File: src/rtl/instr_mem_loader.sv
`default_nettype none
// ============================================================================
// Module      : instr_mem_loader
// Description : Byte-stream loader that packs big-endian 32-bit words and
//               writes them into the word-indexed instruction memory.
// Revision    : 1.0 - initial release
// ============================================================================
module instr_mem_loader #(
    parameter int DEPTH     = 32,
    parameter int BASE_ADDR = 0,
    parameter int CNT_WIDTH = 16
) (
    input  logic                 clock,
    input  logic                 reset,
    input  logic                 start,
    input  logic [CNT_WIDTH-1:0] word_count,
    input  logic [7:0]           byte_in,
    input  logic                 byte_valid,
    output logic                 byte_ready,
    output logic [31:0]          mem_address,
    output logic [31:0]          mem_data,
    output logic                 mem_write,
    output logic                 busy,
    output logic                 done,
    output logic                 error
);

    localparam int          c_IDX_W = $clog2(DEPTH) + 1;
    localparam logic [31:0] c_LIMIT = 32'(DEPTH - BASE_ADDR);
    localparam logic [31:0] c_BASE  = 32'(BASE_ADDR);

    typedef enum logic [1:0] {
        S_IDLE  = 2'd0,
        S_RECV  = 2'd1,
        S_WRITE = 2'd2,
        S_DONE  = 2'd3
    } state_t;

    state_t               r_state;
    logic [1:0]           r_byte_idx;
    logic [c_IDX_W-1:0]   r_word_idx;
    logic [CNT_WIDTH-1:0] r_count;
    logic [23:0]          r_shift;

    logic w_reject;
    logic w_last;

    // A count that would run past the end of memory is refused up front, so the
    // address arithmetic below never needs a bound check of its own.
    assign w_reject = (word_count == '0) || (32'(word_count) > c_LIMIT);
    assign w_last   = (32'(r_word_idx) == (32'(r_count) - 32'd1));

    always_ff @(posedge clock) begin
        if (!reset) begin
            r_state     <= S_IDLE;
            r_byte_idx  <= 2'd0;
            r_word_idx  <= '0;
            r_count     <= '0;
            r_shift     <= 24'd0;
            byte_ready  <= 1'b0;
            mem_address <= 32'd0;
            mem_data    <= 32'd0;
            mem_write   <= 1'b0;
            busy        <= 1'b0;
            done        <= 1'b0;
            error       <= 1'b0;
        end else begin
            mem_write <= 1'b0;
            case (r_state)
                S_IDLE, S_DONE: begin
                    if (start) begin
                        if (w_reject) begin
                            r_state <= S_DONE;
                            done    <= 1'b1;
                            error   <= 1'b1;
                        end else begin
                            r_count    <= word_count;
                            r_byte_idx <= 2'd0;
                            r_word_idx <= '0;
                            r_shift    <= 24'd0;
                            done       <= 1'b0;
                            error      <= 1'b0;
                            busy       <= 1'b1;
                            byte_ready <= 1'b1;
                            r_state    <= S_RECV;
                        end
                    end
                end
                S_RECV: begin
                    if (byte_valid) begin
                        r_shift    <= {r_shift[15:0], byte_in};
                        r_byte_idx <= r_byte_idx + 2'd1;
                        // The fourth byte completes the word and goes straight to the write port.
                        if (r_byte_idx == 2'd3) begin
                            mem_write   <= 1'b1;
                            mem_address <= c_BASE + 32'(r_word_idx);
                            mem_data    <= {r_shift, byte_in};
                            byte_ready  <= 1'b0;
                            r_state     <= S_WRITE;
                        end
                    end
                end
                S_WRITE: begin
                    if (w_last) begin
                        busy    <= 1'b0;
                        done    <= 1'b1;
                        r_state <= S_DONE;
                    end else begin
                        r_word_idx <= r_word_idx + c_IDX_W'(1);
                        byte_ready <= 1'b1;
                        r_state    <= S_RECV;
                    end
                end
                default: r_state <= S_IDLE;
            endcase
        end
    end

endmodule
`default_nettype wire

File: config.mk
export PLATFORM = sky130hd
export DESIGN_NAME = instr_mem_loader
export DESIGN_NICKNAME = d
export VERILOG_FILES = /design/src/rtl/instr_mem_loader.sv
export SDC_FILE = /design/constraint.sdc
export NUM_CORES = 1
export LEC_CHECK = 0
export ABC_CLOCK_PERIOD_IN_PS = 5560
export CORE_AREA = 2 2 97 90
export CTS_CLUSTER_DIAMETER = 40
export CTS_CLUSTER_SIZE = 28
export DETAILED_ROUTE_END_ITERATION = 7
export DIE_AREA = 0 0 99 92
export PLACE_DENSITY_LB_ADDON = 0.12
export SYNTH_ARGS = -nofsm -noshare
export SYNTH_HDL_FRONTEND = slang
export SYNTH_SLANG_ARGS = --single-unit
File: constraint.sdc
create_clock -name clock -period 5.56 [get_ports clock]
set_clock_uncertainty 0.2 [all_clocks]
set_input_delay 0.834 -clock clock [delete_from_list [all_inputs] [get_ports clock]]
set_output_delay 0.834 -clock clock [all_outputs]
set_load 0.02 [all_outputs]
==> flow_summary.html <==
<table>
<tr><th>Metric</th><th>Value</th></tr>
<tr><th colspan="2">Status</th></tr>
<tr><td>Status</td><td>complete, no violations</td></tr>
<tr><th colspan="2">STA</th></tr>
<tr><td>Headroom to the max-slew limit</td><td>24.5%</td></tr>
<tr><td>Time the worst path needs with I/O delays and setup</td><td>3650 ps</td></tr>
<tr><td>Max Transition Viols Final</td><td>0</td></tr>
<tr><td>Final setup vio count</td><td>0</td></tr>
<tr><td>Top achievable clock speed</td><td>0.274 GHz</td></tr>
<tr><td>Final TNS setup</td><td>0 ps</td></tr>
<tr><td>Setup repair after global routing missed its margin</td><td>no</td></tr>
<tr><td>Final critical-path share of the clock period</td><td>65.7%</td></tr>
<tr><td>Hold Vio Cnt, Final</td><td>0</td></tr>
<tr><td>Slew @ Worst Pin</td><td>1130 ps</td></tr>
<tr><td>Worst slack on hold paths</td><td>262 ps</td></tr>
<tr><th colspan="2">Clock network</th></tr>
<tr><td>Number of post-CTS setup repair buffers</td><td>0</td></tr>
<tr><td>Cell at the root of the clock tree</td><td>sky130_fd_sc_hd__clkbuf_8</td></tr>
<tr><td>Clock network latency to the later pin of the worst-skew pair</td><td>350 ps</td></tr>
<tr><td>CTS sink count</td><td>93</td></tr>
<tr><td>H-tree Lvls</td><td>3</td></tr>
<tr><td>TritonCTS clock tree</td><td>built</td></tr>
<tr><td>Number of buffers added by the clock tree synthesis step</td><td>9</td></tr>
<tr><td>Maximum count of clock buffers along a single path</td><td>2</td></tr>
<tr><td>Resized Gates After CTS</td><td>0</td></tr>
<tr><td>Cts-stage hold buffer count</td><td>0</td></tr>
<tr><td>Post-CTS clock slew at the launch and capture registers of the worst setup and hold paths</td><td>100 ps</td></tr>
<tr><th colspan="2">Finish</th></tr>
<tr><td>Count of inserted antenna diode cells</td><td>0</td></tr>
<tr><td>Final layout net count</td><td>590</td></tr>
<tr><td>Leading cell type in the layout, fill and taps excluded</td><td>sky130_fd_sc_hd__nand2_1</td></tr>
<tr><td>Commonest non-fill, non-tap cells in the layout</td><td>129 x sky130_fd_sc_hd__nand2_1, 93 x sky130_fd_sc_hd__dfxtp_1, 71 x sky130_fd_sc_hd__a21boi_0</td></tr>
<tr><td>Layout cells sized above 1</td><td>5.70%</td></tr>
<tr><td>Post-route non-filler standard cell count</td><td>663</td></tr>
<tr><td>Fillcell total</td><td>731</td></tr>
<tr><td>Area Growth Syn to Fin</td><td>19.3%</td></tr>
<tr><th colspan="2">Synth</th></tr>
<tr><td>Top_reg_cell synth</td><td>sky130_fd_sc_hd__dfxtp_1</td></tr>
<tr><td>Number of enable flip-flop cells after synthesis</td><td>0</td></tr>
<tr><td>Total standard cell area after synthesis</td><td>0.00426 mm^2</td></tr>
<tr><td>Synth Instances</td><td>509</td></tr>
<tr><td>Post-synth top area share</td><td>43.7%</td></tr>
<tr><td>Number of different library cells in the post-synthesis netlist</td><td>54</td></tr>
<tr><td>Portion of the post-synthesis area used by sequential elements</td><td>43.7%</td></tr>
<tr><td>Yosys top cell by area</td><td>sky130_fd_sc_hd__dfxtp_1</td></tr>
<tr><td>Post-Syn Area per Cell</td><td>8.37 um^2</td></tr>
<tr><td>Largest cells by area after synthesis</td><td>sky130_fd_sc_hd__dfxtp_1 44%, sky130_fd_sc_hd__a21boi_0 13%, sky130_fd_sc_hd__nand2_1 11%, sky130_fd_sc_hd__buf_4 4.6%, sky130_fd_sc_hd__nand4_1 4.0%</td></tr>
<tr><td>Synth Warn #</td><td>0</td></tr>
<tr><td>Flops &amp; latches, synth</td><td>93</td></tr>
<tr><td>Share of async-settable or async-resettable flops after synthesis</td><td>0%</td></tr>
<tr><th colspan="2">Routing</th></tr>
<tr><td>Total via count in the routed design</td><td>3,544</td></tr>
<tr><td>Count of antenna-violating nets left after detailed routing</td><td>0</td></tr>
<tr><td>First DRT Iteration DRCs</td><td>185</td></tr>
<tr><td>Residual DRC</td><td>0</td></tr>
<tr><td>Avg Vias per Cell</td><td>5.35</td></tr>
<tr><td>First-pass detailed-route iteration total</td><td>4</td></tr>
<tr><td>Total detailed-routing wirelength</td><td>9370 um</td></tr>
<tr><td>Routed length per placed instance</td><td>14.1 um</td></tr>
<tr><th colspan="2">Critical path</th></tr>
<tr><td>Depth of the worst register-to-register path</td><td>5</td></tr>
<tr><td>Crit. End Element</td><td>register</td></tr>
<tr><td>Crit start category</td><td>input port</td></tr>
<tr><td>Path type of the worst setup path</td><td>in2reg</td></tr>
<tr><td>Max Fanout on Critical Path</td><td>19</td></tr>
<tr><td>CP cell instances</td><td>clkdlybuf4s50_1, or4_1, nor2_1, xor2_1, or3_1, o21ai_0, or4_1, nand2_1</td></tr>
<tr><td>Signal arrival time at the worst endpoint</td><td>3750 ps</td></tr>
<tr><td>Req. time, crit path</td><td>5660 ps</td></tr>
<tr><td>Delay contributed by the slowest stage of the critical path</td><td>590 ps</td></tr>
<tr><td>Highest-delay cell along the critical path</td><td>sky130_fd_sc_hd__or4_1</td></tr>
<tr><td>Cell occurring most often along the worst timing path</td><td>sky130_fd_sc_hd__or4_1</td></tr>
<tr><th colspan="2">Global routing</th></tr>
<tr><td>First-pass GRT wire length</td><td>15,900 um</td></tr>
<tr><td>Vias in the first global route</td><td>3,266</td></tr>
<tr><td>GRT Resource Usage Total</td><td>21.0%</td></tr>
<tr><td>GR met2 Demand/Resource</td><td>28.7%</td></tr>
<tr><td>Antenna violations before repair</td><td>0</td></tr>
<tr><td>Maximum number of pins on one net before global-route repair</td><td>94</td></tr>
<tr><td>Total congestion overflow</td><td>0</td></tr>
<tr><td>Met1 track demand over resource in global routing</td><td>33.8%</td></tr>
<tr><td>Most Crowded Layer GR</td><td>met1</td></tr>
<tr><td>M3 GR Usage</td><td>3.43%</td></tr>
<tr><th colspan="2">Power and ir drop</th></tr>
<tr><td>Power per Cell Area</td><td>303 mW/mm^2</td></tr>
<tr><td>Leak Pwr</td><td>1.81 nW</td></tr>
<tr><td>Peak supply drop</td><td>0.329 mV</td></tr>
<tr><th colspan="2">Hold path</th></tr>
<tr><td>Worst Hold Class</td><td>reg2reg</td></tr>
<tr><td>Number of cells on the worst hold path</td><td>2</td></tr>
<tr><th colspan="2">Die</th></tr>
<tr><td>Die H</td><td>92 um</td></tr>
<tr><td>Initial cell density of the core</td><td>51.9%</td></tr>
<tr><td>Number of core rows</td><td>32</td></tr>
<tr><td>Die area</td><td>0.00911 mm^2</td></tr>
<tr><td>DIE WIDTH</td><td>99 um</td></tr>
<tr><td>Top-level I/O count</td><td>97</td></tr>
<tr><td>Core area</td><td>0.00821 mm^2</td></tr>
<tr><th colspan="2">Place</th></tr>
<tr><td>Count of placed standard cells including taps</td><td>647</td></tr>
<tr><td>PortBufs</td><td>70</td></tr>
<tr><td>Final HPWL from detailed placement</td><td>6370 um</td></tr>
<tr><td>RePlAce Congestion</td><td>0.868</td></tr>
<tr><th colspan="2">Run</th></tr>
<tr><td>Max-cap check violation count</td><td>0</td></tr>
</table>
[kinds of logic (layout without fill, tap and decap cells)]
logic type,count (synthesis),count (layout),share of synthesized area [%]
flip-flops,93,93,43.7
other,1,26,0.0880
adder cells (fa/ha/maj),6,6,1.76
AND/OR/NAND/NOR,218,218,24.6
XOR/XNOR,9,9,1.85
AO/OA/AOI/OAI,111,111,19.1
multiplexers,1,1,0.264
buffers and inverters,70,97,8.69
[power by group]
| part | internal [mW] | switching [mW] |
|---|---|---|
| combinational | 0.120 | 0.249 |
| sequential | 0.691 | 0.0197 |
| clock | 0.214 | 0.250 |
[critical path, delay by kind of cell]
kind / cells / cell delay (ps)
and+or+nand+nor: 5 / 1820
AOI/OAI and AO/OA: 1 / 340
xor gates and xnor gates: 1 / 330
buffers and inverters: 1 / 410
[sequential cells by signal, summed over array words and instances, names as in the netlist]
register / flops
r_count: 16
byte_ready: 1
mem_address: 6
busy: 1
mem_write: 1
error: 1
done: 1
r_shift: 24
r_byte_idx: 2
mem_data: 32
r_state: 2
r_word_idx: 6
[area by class of cell]
class / instances / area (um^2) / area share, %
Clock inverter: 7 / 81.3 / 1.60
Clock buffer: 9 / 124 / 2.44
Multi-Input combinational cell: 371 / 2140 / 42.1
Timing Repair Buffer: 74 / 726 / 14.3
Tap cell: 102 / 128 / 2.51
Inverter: 7 / 26.3 / 0.517
Sequential cell: 93 / 1860 / 36.6
[cells in the mapped netlist, drive strengths merged, types with 3 or more instances]
cell type	instances
nor2b	3
nor2	9
nand2	129
a31oi	3
clkbuf	28
o21ai	10
ha	6
and3	13
inv	7
xor2	5
or4	3
nand3	5
a21oi	7
dfxtp	93
buf	35
nor4	6
o211ai	5
nor3	3
nand4b	3
or3	7
nand4	27
a21boi	72
xnor2	4
[path summary, 6_finish.rpt]
kind / start / to / slack [ps]
setup / recovery: word_count[1] / r_word_idx[5] / 1910
setup reg to reg: r_state[0] / mem_data[5] / 2410
hold reg to reg: done / done / 260
hold / removal: done / done / 260
[routing by layer]
metal / vias up / wire, um / part of all wire, %
li1: 1805 / - / -
met1: 1601 / 4960 / 53
met2: 130 / 3730 / 40
met3: 8 / 588 / 6.3
met4: 0 / 92 / 0.98
met5: - / 0 / 0
[per-stage QoR]
stage | setup WS [ps] | cell area, um^2 | total power [mW] | util, %
5_1_grt | 1740 | 5080 | 1.62 | 62.0
3_3_place_gp | 1690 | 4880 | 1.09 | 59.5
4_1_cts | 1950 | 5080 | 1.55 | 62.0
3_5_place_dp | 1590 | 4880 | 1.09 | 59.5
2_1_floorplan | 2550 | 4360 | 0.998 | -
6_report | 1910 | 5080 | 1.54 | 62.0
No activity file was read; power rests on OpenSTA's default activity.
